--- src/rtl/tinycore_pkg.sv ---
// Shared definitions for the tinycore CPU and its program loader:
// opcodes, instruction-memory geometry and the loader state encoding.
package tinycore_pkg;

    localparam int DEPTH = 16;
    localparam int AW    = 4;

    // Upper nibble of an instruction word; the lower nibble is the operand.
    localparam logic [3:0] OP_ADD = 4'h0;
    localparam logic [3:0] OP_SUB = 4'h1;
    localparam logic [3:0] OP_AND = 4'h2;
    localparam logic [3:0] OP_OR  = 4'h3;
    localparam logic [3:0] OP_XOR = 4'h4;
    localparam logic [3:0] OP_LDI = 4'h5;
    localparam logic [3:0] OP_JMP = 4'h6;
    localparam logic [3:0] OP_JZ  = 4'h7;

    typedef enum logic [2:0] {
        ST_IDLE  = 3'd0,
        ST_LEN   = 3'd1,
        ST_DATA  = 3'd2,
        ST_CSUM  = 3'd3,
        ST_RUN   = 3'd4,
        ST_ERROR = 3'd5
    } ld_state_e;

endpackage

--- src/rtl/tinycore_imem.sv ---
// Instruction memory: DEPTH x 8 register file cleared by reset, one write
// port and one registered read port whose data holds when not reading.
module tinycore_imem #(
    parameter int DEPTH = 16,
    parameter int AW    = 4
) (
    input  logic          clk,
    input  logic          rst_n,
    input  logic          we,
    input  logic [AW-1:0] waddr,
    input  logic [7:0]    wdata,
    input  logic          re,
    input  logic [AW-1:0] raddr,
    output logic [7:0]    rdata
);

    logic [7:0] mem_q [DEPTH];
    logic [7:0] mem_d [DEPTH];
    logic [7:0] rdata_q, rdata_d;

    always_comb begin
        mem_d = mem_q;
        if (we) begin
            mem_d[waddr] = wdata;
        end
    end

    always_comb begin
        rdata_d = rdata_q;
        if (re) begin
            rdata_d = mem_q[raddr];
        end
    end

    // Reset must clear every word, so this stays a flop array rather than a RAM.
    always_ff @(posedge clk or negedge rst_n) begin
        if (!rst_n) begin
            for (int i = 0; i < DEPTH; i++) begin
                mem_q[i] <= '0;
            end
            rdata_q <= '0;
        end else begin
            mem_q   <= mem_d;
            rdata_q <= rdata_d;
        end
    end

    assign rdata = rdata_q;

endmodule

--- src/rtl/tinycore_prog_loader.sv ---
// Program loader: receives a LEN/data/CSUM byte frame, fills instruction
// memory, and releases the core (core_run) only after a checksum match.
module tinycore_prog_loader #(
    parameter int DEPTH = tinycore_pkg::DEPTH,
    parameter int AW    = tinycore_pkg::AW
) (
    input  logic          clk,
    input  logic          rst_n,
    input  logic          ena,
    input  logic          load_start,
    input  logic          ld_valid,
    input  logic [7:0]    ld_data,
    output logic          ld_ready,
    input  logic          fetch_req,
    input  logic [AW-1:0] fetch_addr,
    output logic [7:0]    fetch_instr,
    output logic          fetch_valid,
    output logic          core_run,
    output logic          load_err,
    output logic [AW:0]   words_loaded
);

    import tinycore_pkg::*;

    ld_state_e   state_q, state_d;
    logic [AW:0] len_q, len_d;
    logic [AW:0] wptr_q, wptr_d;
    logic [AW:0] words_q, words_d;
    logic [7:0]  acc_q, acc_d;
    logic        fetch_valid_q, fetch_valid_d;

    logic        xfer;
    logic        len_ok;
    logic        mem_we;
    logic        mem_re;
    logic [AW:0] wptr_inc;

    // load_start masks ready so a coincident byte is never consumed.
    always_comb begin
        ld_ready = 1'b0;
        if (ena && !load_start) begin
            ld_ready = (state_q == ST_LEN) || (state_q == ST_DATA) || (state_q == ST_CSUM);
        end
    end

    assign xfer     = ld_valid & ld_ready;
    assign len_ok   = (ld_data != 8'd0) && (32'(ld_data) <= 32'(DEPTH));
    assign wptr_inc = wptr_q + (AW+1)'(1);

    always_comb begin
        state_d = state_q;
        len_d   = len_q;
        wptr_d  = wptr_q;
        acc_d   = acc_q;
        words_d = words_q;
        mem_we  = 1'b0;
        if (ena) begin
            if (load_start) begin
                state_d = ST_LEN;
                wptr_d  = '0;
                acc_d   = '0;
            end else if (xfer) begin
                unique case (state_q)
                    ST_LEN: begin
                        if (len_ok) begin
                            len_d   = ld_data[AW:0];
                            wptr_d  = '0;
                            acc_d   = ld_data;
                            state_d = ST_DATA;
                        end else begin
                            state_d = ST_ERROR;
                        end
                    end
                    ST_DATA: begin
                        mem_we = 1'b1;
                        acc_d  = acc_q ^ ld_data;
                        wptr_d = wptr_inc;
                        if (wptr_inc == len_q) begin
                            state_d = ST_CSUM;
                        end
                    end
                    ST_CSUM: begin
                        if (ld_data == acc_q) begin
                            state_d = ST_RUN;
                            words_d = len_q;
                        end else begin
                            state_d = ST_ERROR;
                        end
                    end
                    default: begin
                    end
                endcase
            end
        end
    end

    // Reads only in RUN, which also rules out any read/write collision.
    assign mem_re        = ena & fetch_req & (state_q == ST_RUN);
    assign fetch_valid_d = mem_re;

    always_ff @(posedge clk or negedge rst_n) begin
        if (!rst_n) begin
            state_q       <= ST_IDLE;
            len_q         <= '0;
            wptr_q        <= '0;
            words_q       <= '0;
            acc_q         <= '0;
            fetch_valid_q <= 1'b0;
        end else begin
            state_q       <= state_d;
            len_q         <= len_d;
            wptr_q        <= wptr_d;
            words_q       <= words_d;
            acc_q         <= acc_d;
            fetch_valid_q <= fetch_valid_d;
        end
    end

    tinycore_imem #(
        .DEPTH (DEPTH),
        .AW    (AW)
    ) u_imem (
        .clk   (clk),
        .rst_n (rst_n),
        .we    (mem_we),
        .waddr (wptr_q[AW-1:0]),
        .wdata (ld_data),
        .re    (mem_re),
        .raddr (fetch_addr),
        .rdata (fetch_instr)
    );

    assign fetch_valid  = fetch_valid_q;
    assign core_run     = (state_q == ST_RUN);
    assign load_err     = (state_q == ST_ERROR);
    assign words_loaded = words_q;

endmodule

--- config.mk ---
export PLATFORM = sky130hd
export DESIGN_NAME = tinycore_prog_loader
export DESIGN_NICKNAME = d
export VERILOG_FILES = /design/src/rtl/tinycore_pkg.sv /design/src/rtl/tinycore_imem.sv /design/src/rtl/tinycore_prog_loader.sv
export SDC_FILE = /design/constraint.sdc
export NUM_CORES = 1
export LEC_CHECK = 0
export BUFFER_PORTS_ARGS = -buffer_cell sky130_fd_sc_hd__buf_2
export CORE_MARGIN = 3
export CORE_UTILIZATION = 42
export DETAILED_ROUTE_END_ITERATION = 10
export GPL_TIMING_DRIVEN = 0
export SETUP_SLACK_MARGIN = 0.05
export SYNTH_ARGS = -nofsm -noshare
export SYNTH_HDL_FRONTEND = slang
export SYNTH_SLANG_ARGS = --single-unit
export TNS_END_PERCENT = 50
--- constraint.sdc ---
create_clock -name clk -period 2.75 [get_ports clk]
set_input_delay 0.1375 -clock clk [delete_from_list [all_inputs] [get_ports clk]]
set_output_delay 0.1375 -clock clk [all_outputs]
set_load 0.02 [all_outputs]
==> impl_metrics.ini <==
[run_status]
status = complete, no violations

[clock_tree]
clkTransAtPathRegs_ns = 0.07
cts-htree-levels = 4
cts_tree = built
cts_sinks = 163
clkLatencyLatePin_ns = 0.43
cts_setup_buffers = 0
cts_root_buf = clkbuf_16
cts_inserted_buffers = 17
clockBufferDepth = 2

[final_layout]
finish.utilization_pct = 49.0
final_cells = 837
layout_commonest_cell = dfrtp_1
final_cell_area_mm2 = 0.00889
final_cell_mix = dfrtp_1, mux2_2, nand2_1
diodes = 0
fin_nets = 617
area_growth_pct = 13.7
drive_gt1_share_pct = 35.0

[route]
wire_per_inst_um = 23.2
drt-total-wl_um = 19400
viasPerCell = 5.91
drc = 0
firstDrtPassIters = 5
detail-route-antenna-nets = 0
num_vias = 4945
initialDrtViolationCount = 319

[synthesis]
yosysSeqAreaShare_pct = 52.2
synth_edf_count = 0
synth-async-reset-ratio_pct = 100
syn_area_mm2 = 0.00781
ys_ff_latch = 163
synthesis.instances = 550
avgSynthCellArea_um2 = 14.2
ys_warn_count = 0
ys.flop_type = dfrtp_1
synth_cell_types = 51
synth_nets = 572

[grt]
grt_pass1_vias = 5083
grt_pass1_wl_um = 30000
overflow = 0
antenna_found_initial = 0
grt_max_degree = 96
track_usage_pct = 20.1

[sta]
rsz0062_at_grt = no
setup_slack_ns = 0.310
setup_viol = 0
fmax_mhz = 410
hold_viol_final = 0
post-route-period-util_pct = 88.7
timing.slew.headroom_pct = 38.8
drv_slew = 0
holdWs_ns = 0.109
fin_tns_setup_ns = 0
period_needed_ns = 2.44
worstMarginPinSlew_ns = 0.918
clock_skew_ns = 0.0107

[critical_path]
cp.depth = 7
crit_required_ns = 3.10
worst_path_largest_cell_delay_ns = 0.64
cp_common_cell = mux2i_1
crit_path_end = state_q[0]
r2r_slack_ns = 0.31
cp.arrival_ns = 2.79
cp-start-kind = flop
timing.rr.start = wptr_q[0]
cp_cell_sequence = ha_1 -> clkbuf_1 -> nand3_1 -> nor2_1 -> mux2i_1 -> o41ai_1 -> mux2i_1
ff2ff_path_depth = 7
cp_top_family = compound AO/OA/AOI/OAI gates
worstPathMaxFanout = 9
rr_endpoint = state_q[0]
crit_path_end_kind = flop
timing.critical_path.from = wptr_q[0]
slowest_stage = o41ai_1
critPathKind = reg -> reg
critPathBufInv = 1

[placed_design]
dpl_worst_slack_ns = 0.311
routabilityCongestion = 0.848
dp.cells = 804
numPortBuffers = 24
hpwlAfterDp_um = 13200
dpl_cell_area_mm2 = 0.00825

[power]
vdd_drop_max_v = 0.000468
total_leakage_power_nw = 4.35
total_power_mw = 5.27
power_density_mw_per_mm2 = 593

[die]
start_util_pct = 43.1
num_rows = 49
die_width_um = 142
ios = 35
dieArea_mm2 = 0.0203
fp.dieH_um = 142
coreArea_mm2 = 0.0181

[job]
drv_cap = 0

[hold_path]
hold_path_class = in -> reg
[what timing repair did]
item / in CTS / in global routing
gates resized for setup: 0 / 0
hold endpoints to repair: 94 / 0
hold buffers: 1 / 0
[registers in the layout (all words and copies together) (netlist names)]
name,count
state_q,3
fetch_valid,1
wptr_q,5
words_loaded,5
u_imem.rdata,8
u_imem.mem_q,128
len_q,5
acc_q,8
[cell usage after synthesis (7+ instances only)]
| cell type | instances | area share (%) |
|---|---|---|
| mux2_2 | 112 | 16 |
| mux2_4 | 8 | 1.5 |
| mux4_2 | 20 | 5.8 |
| xor2_1 | 11 | 1.2 |
| clkbuf_1 | 21 | 1.0 |
| mux4_1 | 20 | 6.7 |
| inv_1 | 11 | 0.53 |
| o21ai_0 | 28 | 1.8 |
| buf_2 | 7 | 0.45 |
| nand2_1 | 46 | 2.2 |
| a21oi_1 | 7 | 0.45 |
| dfrtp_1 | 163 | 52 |
[cell type report]
type / count / area (µm²)
well taps: 229 / 287
multi-input cells: 338 / 3490
inverters: 11 / 41.3
repair buffers: 26 / 164
fillers: 1567 / 9260
clock buffers: 21 / 470
flip-flops and latches: 163 / 4080
plain buffers: 38 / 206
clock inverters: 11 / 153
[routing by layer]
layer  track usage, %  share of wire (%)  up-vias
met3             4.50                3.8       29
met4             6.75                2.3        0
li1                 -                  -     2140
met5                0                  0        -
met2             32.3                 49      157
met1             27.2                 45     2619
[worst register-to-register path, delay by kind of cell, from the launching register on]
| kind | cells | cell delay [ns] |
|---|---|---|
| DFF | 1 | 0.48 |
| and+or+nand+nor | 2 | 0.36 |
| adders and majority gates | 1 | 0.19 |
| buffers and inverters | 1 | 0.35 |
| AOI/OAI and AO/OA | 1 | 0.64 |
| muxes | 2 | 0.34 |
[how the worst min path moves through the flow]
stage / to / startpoint / slack [ns] / cells past startpoint
finish: acc_q[5] / load_start / 0.11 / 4
global placement: u_imem.mem_q[26] / u_imem.mem_q[26] / 0.46 / 2
CTS: acc_q[5] / load_start / 0.08 / 4
floorplan: acc_q[0] / rst_n / -0.16 / 0
detailed placement: u_imem.mem_q[6] / rst_n / 0.30 / 1
global route: acc_q[5] / load_start / 0.13 / 4
[report_power, final]
part	total [mW]	switching, mW	internal (mW)
Sequential	2.46	0.0348	2.42
Combinational	0.322	0.214	0.109
Clock	2.49	0.983	1.50
[cells by family after synthesis]
| logic type | after synthesis | synth area share [%] |
|---|---|---|
| AOI/OAI and AO/OA | 60 | 4.85 |
| buffers and inverters | 49 | 3.17 |
| adders and majority gates | 4 | 0.641 |
| muxes | 168 | 31.3 |
| xor gates and xnor gates | 16 | 1.79 |
| and+or+nand+nor | 90 | 6.05 |
| DFF | 163 | 52.2 |
(Power assumes the default switching activity.)
